File: config.mk
export PLATFORM = sky130hd
export DESIGN_NAME = pc_gen
export DESIGN_NICKNAME = d
export VERILOG_FILES = /design/src/rtl/pc_gen.sv
export SDC_FILE = /design/constraint.sdc
export NUM_CORES = 1
export LEC_CHECK = 0
export ABC_AREA = 1
export CAP_MARGIN = 40
export CORE_MARGIN = 2
export CORE_UTILIZATION = 25
export CTS_BUF_LIST = sky130_fd_sc_hd__clkbuf_16
export DETAILED_ROUTE_END_ITERATION = 16
export SLEW_MARGIN = 0
export SYNTH_ARGS = -nofsm -noshare
export SYNTH_HDL_FRONTEND = slang
export SYNTH_SLANG_ARGS = --single-unit
export TNS_END_PERCENT = 5
File: constraint.sdc
create_clock -name clk -period 2.1 [get_ports clk]
set_input_delay 0.315 -clock clk [delete_from_list [all_inputs] [get_ports clk]]
set_output_delay 0.315 -clock clk [all_outputs]
set_load 0.01 [all_outputs]
File: src/rtl/pc_gen.sv
// pc_gen: fetch PC generator for the pipelined core.
//
// Each cycle it produces the registered fetch PC. A direct-mapped branch target buffer (BTB)
// with 2-bit saturating counters predicts taken branches. The unit also takes redirects from
// execute and from the trap unit, and keeps a saturating count of execute mispredicts.
//
// Ports:
//   clk            in   system clock, rising edge
//   rst_n          in   asynchronous active-low reset
//   stall          in   hold the current PC
//   ex_redirect    in   execute-stage mispredict correction
//   ex_target      in   corrected PC
//   trap           in   trap/exception request (highest priority)
//   trap_vector    in   trap handler address
//   upd_valid      in   BTB update strobe for a resolved branch
//   upd_pc         in   PC of the resolved branch
//   upd_target     in   resolved branch target
//   upd_taken      in   resolved branch outcome
//   pc             out  current fetch PC (registered)
//   pred_taken     out  BTB predicts the current pc as taken
//   pred_target    out  predicted target for the current pc (0 on miss)
//   mispredict_cnt out  saturating count of ex_redirect cycles

module pc_gen #(
   parameter int unsigned ADDRESS_WIDTH = 12,
   parameter logic [ADDRESS_WIDTH-1:0] RESET_VECTOR = '0,
   parameter int unsigned BTB_ENTRIES = 8,
   parameter int unsigned CNT_WIDTH = 16
) (
   input  logic                     clk,
   input  logic                     rst_n,
   input  logic                     stall,
   input  logic                     ex_redirect,
   input  logic [ADDRESS_WIDTH-1:0] ex_target,
   input  logic                     trap,
   input  logic [ADDRESS_WIDTH-1:0] trap_vector,
   input  logic                     upd_valid,
   input  logic [ADDRESS_WIDTH-1:0] upd_pc,
   input  logic [ADDRESS_WIDTH-1:0] upd_target,
   input  logic                     upd_taken,
   output logic [ADDRESS_WIDTH-1:0] pc,
   output logic                     pred_taken,
   output logic [ADDRESS_WIDTH-1:0] pred_target,
   output logic [CNT_WIDTH-1:0]     mispredict_cnt
);

   localparam int unsigned IDX   = $clog2(BTB_ENTRIES);
   localparam int unsigned TAG_W = ADDRESS_WIDTH - IDX - 2;

   // Word-align an address; every address loaded into pc passes through here.
   function automatic logic [ADDRESS_WIDTH-1:0] align(input logic [ADDRESS_WIDTH-1:0] a);
      return a & ~ADDRESS_WIDTH'(3);
   endfunction

   logic [ADDRESS_WIDTH-1:0] pc_q, pc_d;
   logic [CNT_WIDTH-1:0]     cnt_q, cnt_d;

   logic                     btb_valid_q  [BTB_ENTRIES];
   logic [TAG_W-1:0]         btb_tag_q    [BTB_ENTRIES];
   logic [ADDRESS_WIDTH-1:0] btb_target_q [BTB_ENTRIES];
   logic [1:0]               btb_ctr_q    [BTB_ENTRIES];

   // Lookup on the registered pc
   logic [IDX-1:0]   look_idx;
   logic [TAG_W-1:0] look_tag;
   logic             look_hit;

   assign look_idx = pc_q[IDX+1:2];
   assign look_tag = pc_q[ADDRESS_WIDTH-1:IDX+2];
   assign look_hit = btb_valid_q[look_idx] && (btb_tag_q[look_idx] == look_tag);

   assign pred_taken  = look_hit && btb_ctr_q[look_idx][1];
   assign pred_target = look_hit ? btb_target_q[look_idx] : '0;

   // Update-side decode
   logic [IDX-1:0]   upd_idx;
   logic [TAG_W-1:0] upd_tag;
   logic             upd_hit;
   logic             unused_upd_pc_lsb;

   assign upd_idx           = upd_pc[IDX+1:2];
   assign upd_tag           = upd_pc[ADDRESS_WIDTH-1:IDX+2];
   assign upd_hit           = btb_valid_q[upd_idx] && (btb_tag_q[upd_idx] == upd_tag);
   assign unused_upd_pc_lsb = ^upd_pc[1:0];

   // Next-PC selection, highest priority first
   always_comb begin
      pc_d = pc_q + ADDRESS_WIDTH'(4);
      if (trap) begin
         pc_d = align(trap_vector);
      end else if (ex_redirect) begin
         pc_d = align(ex_target);
      end else if (stall) begin
         pc_d = pc_q;
      end else if (pred_taken) begin
         pc_d = align(pred_target);
      end
   end

   // Counts every redirect, even when a trap wins the PC mux
   always_comb begin
      cnt_d = cnt_q;
      if (ex_redirect && (cnt_q != {CNT_WIDTH{1'b1}})) begin
         cnt_d = cnt_q + CNT_WIDTH'(1);
      end
   end

   always_ff @(posedge clk or negedge rst_n) begin
      if (!rst_n) begin
         pc_q  <= RESET_VECTOR;
         cnt_q <= '0;
      end else begin
         pc_q  <= pc_d;
         cnt_q <= cnt_d;
      end
   end

   // BTB storage; lookups this cycle see the old contents
   always_ff @(posedge clk or negedge rst_n) begin
      if (!rst_n) begin
         for (int i = 0; i < int'(BTB_ENTRIES); i++) begin
            btb_valid_q[i]  <= 1'b0;
            btb_tag_q[i]    <= '0;
            btb_target_q[i] <= '0;
            btb_ctr_q[i]    <= 2'b00;
         end
      end else if (upd_valid) begin
         if (upd_hit) begin
            if (upd_taken) begin
               btb_target_q[upd_idx] <= align(upd_target);
               if (btb_ctr_q[upd_idx] != 2'b11) begin
                  btb_ctr_q[upd_idx] <= btb_ctr_q[upd_idx] + 2'b01;
               end
            end else if (btb_ctr_q[upd_idx] != 2'b00) begin
               btb_ctr_q[upd_idx] <= btb_ctr_q[upd_idx] - 2'b01;
            end
         end else if (upd_taken) begin
            // Allocate (or evict) with weakly-taken confidence
            btb_valid_q[upd_idx]  <= 1'b1;
            btb_tag_q[upd_idx]    <= upd_tag;
            btb_target_q[upd_idx] <= align(upd_target);
            btb_ctr_q[upd_idx]    <= 2'b10;
         end
      end
   end

   assign pc             = pc_q;
   assign mispredict_cnt = cnt_q;

endmodule

* Yosys cells after proc, flatten, opt, wreduce, memory -nomap -nowiden
Cells that the tools add are included.
** Cells by class
- $lt $le $gt $ge :: 3
- Reduce and logical (&&, ||, !) cells :: 11
- Bitwise operators :: 7
- $mul :: 0
- Shift operators :: 0
- Multiplexer cells :: 43
- Equal/unequal tests :: 6
- Add/subtract/negate cells :: 4
- Divide/modulo/power cells :: 0
** Operators with widths (number)
- bitwise mux 96 bit :: 1
- 2-to-1 mux 12 bit :: 8
- 2-to-1 mux 16 bit :: 5
- bitwise mux 56 bit :: 1
- binary-select mux 7 bit (select 3 bit) :: 2
- binary-select mux 12 bit (select 3 bit) :: 1
- demux 12 bit (select 3 bit) :: 1
- 2-to-1 mux 7 bit :: 5
- bitwise mux 16 bit :: 2
- demux 7 bit (select 3 bit) :: 1
- adder 16 x 1 -> 16 bit (second input constant) :: 1
- inequality test 16 bit (second input constant) :: 1
- OR 8 bit :: 2
- == test 7 bit :: 2
- adder 12 x 3 -> 12 bit (second input constant) :: 1
- binary-select mux 2 bit (select 3 bit) :: 2
- 2-to-1 mux 2 bit :: 5
- AND 8 bit :: 1
- >= comparator 4 bit (second input constant) :: 2
- NOT 3 -> 4 bit :: 2
- NOT 8 bit :: 1
- binary-select mux 1 bit (select 3 bit) :: 2
- demux 2 bit (select 3 bit) :: 1
- nonzero test 2 bit :: 3
- other kinds (13) :: 21
** Storage, ports and cells
- ROM bits :: 0
- Logic and storage cells :: 108
- Latch bits :: 0
- Bits in registers :: 204
- Input port bits :: 55
- Memory bits (writable) :: 0
- Output and inout port bits :: 41
- Memories kept :: 0

* Logic depth before layout (Yosys ltp)
Gate-level depths: netlist of run 1.
- Depth in word-level cells :: 11
- Mapped depth :: 20
- Gate-level depth less buffers :: 17

* Worst setup path after synthesis of run 1
OpenSTA, ideal clock, no wires.
- Kind :: in2reg
- From :: in upd_pc[2]
- To :: reg btb_ctr_q[15] (netlist name)
- Arrival :: 2.272 ns
- Cell stages on the path :: 14
- Data required time :: 1.982 ns
- Library setup time :: 0.118 ns
- Path slack :: -0.289 ns
- Buffers on the path :: 3
- Path through :: buf_6 buf_4 nand3_1 inv_1 a22o_1 inv_1 nand4_1 inv_1 ha_1 o21ai_1 clkbuf_1 nand3_1 nand2_1 nand2_1
** On the way
- Cells in the longest elaborated chain, start to end :: 9
- Elaborated cells on any way between the ends :: 33
- Classes of those cells :: add/sub (2); order compare (2); eq/ne (3); mux (18); bitwise (2); reduce/logical (6)
** RTL lines
- start, declared :: line 38 : input logic [ADDRESS_WIDTH-1:0] upd_pc,
- NOT 3 -> 4 bit (implied by the code) *
- binary-select mux 2 bit (select 3 bit) (tied with other cells)
- 2-to-1 mux 2 bit (implied by the code) / logical AND 1 bit (equally long branches)
- 2-to-1 mux 2 bit (on tied branches)
- subtractor 2 x 1 -> 2 bit (tied with other cells) :: line 135 : btb_ctr_q[upd_idx] <= btb_ctr_q[upd_idx] - 2'b01;
- bitwise mux 16 bit (on tied branches) :: line 135, 132
- 2-to-1 mux 16 bit (on tied branches) :: line 134, 131
- 2-to-1 mux 16 bit :: line 129 : if (upd_taken) begin
- 2-to-1 mux 16 bit :: line 128 : if (upd_hit) begin
- end signal, assigned by index :: line 132 : btb_ctr_q[upd_idx] <= btb_ctr_q[upd_idx] + 2'b01;
- end signal, assigned by index :: line 135
- end, declared :: line 61 : logic [1:0] btb_ctr_q [BTB_ENTRIES];
Mark *: on every way between the ends. The rest lies on a longest branch, timed or not. The select of a mux whose other input is x is not followed.
A chain may end at the register's enable or synchronous reset.

* Worst setup path after layout of run 1
- From :: reg pc_q[2] (netlist: pc[2])
- To :: out pred_target[11]
** On the way
- Cells in the longest elaborated chain, start to end :: 7
- Elaborated cells on any way between the ends :: 13
- Classes of those cells :: eq/ne (1); mux (10); bitwise (1); reduce/logical (1)
** RTL lines
- start, declared :: line 55 : logic [ADDRESS_WIDTH-1:0] pc_q, pc_d;
- start signal, assigned :: line 113 : pc_q <= pc_d;
- NOT 3 -> 4 bit (implied by the code) * :: line 70, 73
- binary-select mux 7 bit (select 3 bit) :: line 70 : assign look_hit = btb_valid_q[look_idx] && (btb_tag_q[look_idx] == look_tag);
- 2-to-1 mux 7 bit (implied by the code) (2 in series) :: line 70
- == test 7 bit :: line 70
- logical AND 1 bit :: line 70
- 2-to-1 mux 12 bit * :: line 73 : assign pred_target = look_hit ? btb_target_q[look_idx] : '0;
- end, declared :: line 43 : output logic [ADDRESS_WIDTH-1:0] pred_target,
Marks and branches as above.

==> results of run 1 <==
-- critical path: stages, from the launching register on --
cell      delay (ns)
dfrtp_2         0.50
buf_12          0.18
buf_16          0.13
a21oi_2         0.12
o21ai_1         0.07
nand3_1         0.12
nand2_1         0.08
nand2_1         0.10
nand3_4         0.09
nor4_4          0.30
clkinv_2        0.13
buf_8           0.16
a21oi_4         0.12
buf_6           0.12
-- placed cells by master (no fill, tap or decap), types with 9 or more instances in the layout --
master | synthesis | routed
clkbuf_16 | 0 | 17
buf_12 | 0 | 21
nor2_1 | 76 | 65
a21oi_1 | 50 | 47
nor2_2 | 4 | 13
inv_1 | 140 | 137
o21ai_0 | 153 | 148
buf_4 | 16 | 167
o211ai_1 | 16 | 16
nand2_1 | 445 | 432
clkdlybuf4s50_1 | 0 | 71
nand4_1 | 24 | 24
inv_2 | 6 | 9
xor2_1 | 20 | 20
o22ai_1 | 12 | 12
buf_2 | 20 | 9
nand3_1 | 99 | 82
nand3_2 | 5 | 21
nand2_2 | 2 | 14
dfrtp_1 | 186 | 184
-- sequential cells by signal, indices dropped and copies added (netlist names) --
name            flops
btb_target_q       80
btb_tag_q          56
btb_ctr_q          16
mispredict_cnt     16
pc                 10
btb_valid_q         8
-- cells in the mapped netlist --
| master | n |
|---|---|
| buf_1 | 6 |
| o22ai_1 | 12 |
| conb_1 | 1 |
| buf_4 | 16 |
| dfrtp_1 | 186 |
| nand2_2 | 2 |
| nor2_2 | 4 |
| o211ai_1 | 16 |
| nor2_1 | 76 |
| xnor2_1 | 5 |
| buf_6 | 2 |
| xor2_1 | 20 |
| nand3_4 | 1 |
| inv_1 | 140 |
| a221oi_1 | 1 |
| or2_2 | 3 |
| nand3_1 | 99 |
| nand2_1 | 445 |
| nand4_1 | 24 |
| nor4_1 | 4 |
| buf_2 | 20 |
| a22oi_1 | 2 |
| clkbuf_1 | 29 |
| inv_2 | 6 |
| o31ai_1 | 1 |
| a211oi_1 | 6 |
| and2_0 | 1 |
| a21oi_1 | 50 |
| o21ai_0 | 153 |
| nand3b_1 | 2 |
| a22o_1 | 3 |
| nand3_2 | 5 |
| nor3_1 | 7 |
| ha_1 | 4 |
| o21ai_1 | 3 |
| a31oi_1 | 8 |
| clkinv_1 | 5 |
-- power groups by stage --
stage / registers (mW) / logic [mW] / clock network [mW]
floorplan: 4.72 / 1.77 / 0
global placement: 4.78 / 3.26 / 0
detailed placement: 4.80 / 3.30 / 0
CTS: 4.74 / 3.46 / 3.27
global route: 4.83 / 3.97 / 3.42
finish: 4.74 / 3.54 / 3.19
-- area by class of cell --
type	instances	area, µm²	area share
clock buffer	17	425	0.0308
clock inverter	15	136	0.00987
inverter	151	576	0.0417
multi-input combinational	961	4710	0.341
sequential	186	4660	0.337
tap	525	657	0.0476
timing repair buffer	281	2640	0.191
timing repair inverter	1	16.3	0.00118
-- layer usage --
layer  share of wire  routed length (µm)
met5         0.00040                  13
met4           0.024                 797
met3           0.050                1640
met2            0.47               15200
met1            0.46               15000
-- repair_timing --
item	CTS	global route
hold buffers	1	0
gates cloned	4	0
gates resized for setup	74	45
setup endpoints to repair	103	104
buffers inserted	4	2
pin swaps	6	9
endpoints found under the hold margin	49	0
-- worst paths after layout --
path,from,end,depth (start not counted)
worst max-delay path,pc[2],pred_target[11],13
min in group clk,upd_target[7],btb_target_q[7],3
max in group asynchronous,rst_n,btb_ctr_q[8],3
worst min-delay path,rst_n,btb_target_q[62],2
worst min register to register,btb_ctr_q[14],btb_ctr_q[14],2
worst max register to register,pc[2],pc[11],19
-- cells by family after synthesis --
| group | Yosys count |
|---|---|
| AO/OA/AOI/OAI | 255 |
| XOR/XNOR | 25 |
| adder cells (fa/ha/maj) | 4 |
| buffers and inverters | 224 |
| flip-flops | 186 |
| other | 1 |
| AND/OR/NAND/NOR | 673 |
==> results.cfg, run 1 <==
[run_status]
status = complete, but fails checks
violations = negative setup slack

[cells_and_area]
areaGrowthSynthToFinish_pct = 37.4
stdcell_count = 2137
num-fill-cells = 4129
post-route-util = 0.348
layout-drive-gt1-share = 0.199
post-route-cell-area_mm2 = 0.0138
diodes = 0
nets = 1658

[drt]
firstDrtPassIters = 5
drtAntennaViolNets = 0
wl_per_cell_um = 15.3
drt-vias-per-instance = 4.62
drc = 0
initialDrtViolationCount = 788
wl_mm = 32.7
vias = 9870

[grt]
grt_use_total = 0.163
grt_pass1_wl_mm = 53.1
antenna_found_initial = 1
grt_start_max_net_pins = 57
gr-usage-met1 = 0.218
grt_overflow = 0
grt_pass1_vias = 9748
met2_usage = 0.263
gr-usage-met3 = 0.0269
gr-max-usage-layer = met2

[timing]
fin_setup_tns_ns = -24.94
fin_crit_ns = 2.99
fin_skew_ns = 0.0209
rsz0062_at_grt = yes
hold_viol_final = 0
fin_crit_sh = 1.43
setup_viol = 102
holdWs_ns = 0.372
setup_ws_ns = -0.893
fmax_ghz = 0.334
drv_slew = 0

[placed_design]
hpwlAfterDp_mm = 23.3
dpl-instance-area_mm2 = 0.0129
post-place-cells = 2096
portBuffers = 83
dpl_worst_slack_ns = -0.860
gp_congestion = 0.875

[synthesis]
ys_ff_latch = 186
synth_top_area_frac = 0.463
synth.distinct_cells = 37
netlist_area_mm2 = 0.0101
synthXorXnorAreaFrac = 0.0218
synth_fa_ha_area_frac = 0.00498
synth.mux.area_fraction = 0
yosysTopAreaCell = dfrtp_1
syn_inst = 1368
ys_warn_count = 0
synth_area_leaders = dfrtp_1 46%, nand2_1 17%, o21ai_0 7.6%
yosysSeqAreaShare = 0.463
yosys.area_share.simple = 0.279
synth_compound_area_frac = 0.137
syn_avg_cell_area_um2 = 7.35
synth_top_family_by_area = simple AND/OR/NAND/NOR gates

[power_and_ir_drop]
comb_power_share = 0.308
clkPwrFrac = 0.278
netSwitchingPower_mw = 3.99
power_mw = 11.5
peakVddDrop_v = 0.000635
p_per_area_mw_per_mm2 = 830
intPower_mw = 7.48
p_leak_nw = 6.70
p_seq_frac = 0.414
switching_share = 0.348

[die]
die_h_um = 205
initial_core_util = 0.253
core_mm2 = 0.0397
die_w_um = 205
dieArea_mm2 = 0.0418
io_pins = 96
rows = 73

[clock_network]
clock_latency_ns = 0.47
cts_max_path_buffers = 2
cts.clk_slew.worst_paths_ns = 0.07
cts_tree = built
cts_made_buffers = 17
cts_root_buf = clkbuf_16
h-tree-depth = 4
cts_sinks = 186

[critical_path]
critPathArrivalTime_ns = 2.68
cp-end-kind = output port
criticalPathCategory = reg -> out
cp-start-kind = flip-flop
worstPathMaxFanout = 7
ff2ff_setup_slack_ns = -0.37
worstPathRequired_ns = 1.78

[worst_hold_path]
hold_path.class = in -> async

[flow_run]
maxCapViolations = 0
Power figures use the tool's default switching activity.
==> run 2, diff against run 1 <==
--- a/config.mk
+++ b/config.mk
@@ -10,6 +10,7 @@
 export CORE_MARGIN = 2
 export CORE_UTILIZATION = 25
 export CTS_BUF_LIST = sky130_fd_sc_hd__clkbuf_16
+export CTS_CLUSTER_DIAMETER = 30
 export DETAILED_ROUTE_END_ITERATION = 16
 export SLEW_MARGIN = 0
 export SYNTH_ARGS = -nofsm -noshare
==> constraint.sdc (replaced) <==
create_clock -name clk -period 2.1 [get_ports clk]
set_input_delay 0.21 -clock clk [delete_from_list [all_inputs] [get_ports clk]]
set_output_delay 0.21 -clock clk [all_outputs]
set_load 0.01 [all_outputs]
==> run 2 against run 1 <==
The run still ends with negative setup slack left. Non-clock buffer count is 20 higher. Via count is 1.1% higher. Die area stayed put. Largest cell class unchanged.
==> results.cfg, run 2 (synthesis results as in run 1) <==
[grt]
grt_start_max_net_pins = 64
grt_pass1_vias = 9776
grt_use_total = 0.161
grt_pass1_wl_mm = 52.5
gr-usage-met3 = 0.0264
gr-usage-met1 = 0.218
gr-max-usage-layer = met2
grt_overflow = 0
antenna_found_initial = 0
met2_usage = 0.258

[cells_and_area]
regArea_mm2 = 0.00466
multi_input_area_mm2 = 0.00483
areaGrowthSynthToFinish_pct = 40.2
diodes = 0
nets = 1677
layout-drive-gt1-share = 0.215
stdcell_count = 2156
num-fill-cells = 4107
final_cell_mix = 427 x nand2_1, 185 x dfrtp_1, 180 x buf_4
final_common_cell = nand2_1
max_flop_register = btb_target_q
reg_top3 = btb_target_q (80), btb_tag_q (56)
largest_reg_flops = 80
post-route-util = 0.355

[timing]
rsz0062_at_grt = yes
hold_viol_final = 0
slew_headroom = 0.610
setup_viol = 89
fin_crit_sh = 1.37
fin_setup_tns_ns = -16.30
tightest_slew_ns = 0.585
fmax_ghz = 0.347
fin_crit_ns = 2.88
drv_slew = 0
fin_skew_ns = 0.0112
setup_ws_ns = -0.781

[power_and_ir_drop]
comb_power_share = 0.315
netSwitchingPower_mw = 3.96
power_mw = 11.6
peakVddDrop_v = 0.000598
clkPwrFrac = 0.278
switching_share = 0.341
intPower_mw = 7.66
p_per_area_mw_per_mm2 = 825
p_seq_frac = 0.406
p_leak_nw = 6.85

[clock_network]
cts_root_buf = clkbuf_16
cts_tree = built
h-tree-depth = 4
cts_max_path_buffers = 2
clock_latency_ns = 0.46
cts_sinks = 186
cts_made_buffers = 17
cts.clk_slew.worst_paths_ns = 0.08

[die]
rows = 73
initial_core_util = 0.253
die_w_um = 205
die_h_um = 205
io_pins = 96
dieArea_mm2 = 0.0418
core_mm2 = 0.0397

[run_status]
status = complete, but fails checks
violations = negative setup slack

[placed_design]
post-place-cells = 2107
gp_congestion = 0.873
dpl_worst_slack_ns = -0.793
hpwlAfterDp_mm = 23.3
portBuffers = 83

[critical_path]
cp_slowest_cell = dfrtp_2
critPathArrivalTime_ns = 2.67
worstPathMaxFanout = 6
cp-end-kind = output port
path_cells = clkinv_4 > buf_12 > buf_16 > nand2_1 > nand3_1 > nand3_2 > nand3_1 > nand2_1 > nand2_2 > nor4_4 > clkinv_2 > clkbuf_16 > a21oi_4 > buf_6
critPathTopFamily = buffers and inverters
worstPathRequired_ns = 1.89
cp-start-kind = flip-flop
criticalPathCategory = reg -> out
slowest_delay_ns = 0.41
cp.buffers_inverters = 6

[drt]
wl_mm = 33.0
drt-vias-per-instance = 4.63
wl_per_cell_um = 15.3
drtAntennaViolNets = 0
initialDrtViolationCount = 752
drc = 0
firstDrtPassIters = 5
vias = 9978

[flow_run]
maxCapViolations = 0

[worst_hold_path]
hold_path.class = in -> async
## run 2: per-stage QoR
stage	hold WS [ns]	area [µm²]
final	0.291	14100
after global routing	0.356	14100
after CTS	0.310	13800
after detailed placement	0.247	12900
after global placement	0.250	12900
after floorplan	-0.0856	10100
## run 2: power by group through the flow
stage | Sequential, mW | Combinational (mW) | Clock [mW]
after global routing | 4.82 | 4.09 | 3.46
final | 4.72 | 3.67 | 3.24
after CTS | 4.72 | 3.51 | 3.30
after global placement | 4.77 | 3.30 | 0
after floorplan | 4.72 | 1.75 | 0
after detailed placement | 4.78 | 3.35 | 0
## run 2: path summary, 6_finish.rpt
check                               from               end  slack (ns)  cells past startpoint
min reg2reg                 btb_ctr_q[2]      btb_ctr_q[2]        0.48                      2
min                                rst_n  btb_target_q[21]        0.29                      2
max                                pc[2]   pred_target[11]       -0.78                     14
max reg2reg                        pc[2]            pc[11]       -0.38                     19
min in group clk           upd_target[9]   btb_target_q[9]        0.38                      3
max in group asynchronous          rst_n      btb_ctr_q[0]        0.99                      3
## run 2: area by class of cell
class | instances | area share
multi-input combinational | 961 | 0.343
sequential | 186 | 0.330
timing repair buffer | 301 | 0.199
tap | 525 | 0.0466
inverter | 151 | 0.0408
clock buffer | 17 | 0.0302
clock inverter | 15 | 0.0103
## run 2: timing repair
action | CTS | global route
hold endpoints to repair | 57 | 0
pin swaps | 12 | 16
setup buffers | 4 | 8
hold buffers | 1 | 0
gates cloned | 2 | 2
setup endpoints to repair | 102 | 104
gates resized for setup | 99 | 64
## run 2: routing by layer
layer	share of wire	vias to the layer above
met5	0	-
met4	0.020	0
met3	0.045	39
met2	0.48	269
met1	0.46	4767
li1	-	4903
==> run 3, diff against run 2 <==
--- a/config.mk
+++ b/config.mk
@@ -12,6 +12,7 @@
 export CTS_BUF_LIST = sky130_fd_sc_hd__clkbuf_16
 export CTS_CLUSTER_DIAMETER = 30
 export DETAILED_ROUTE_END_ITERATION = 16
+export HOLD_SLACK_MARGIN = 0.12
 export SLEW_MARGIN = 0
 export SYNTH_ARGS = -nofsm -noshare
 export SYNTH_HDL_FRONTEND = slang
==> results of run 3 <==
Final layout, timing and power as in run 2 (identical DEF).
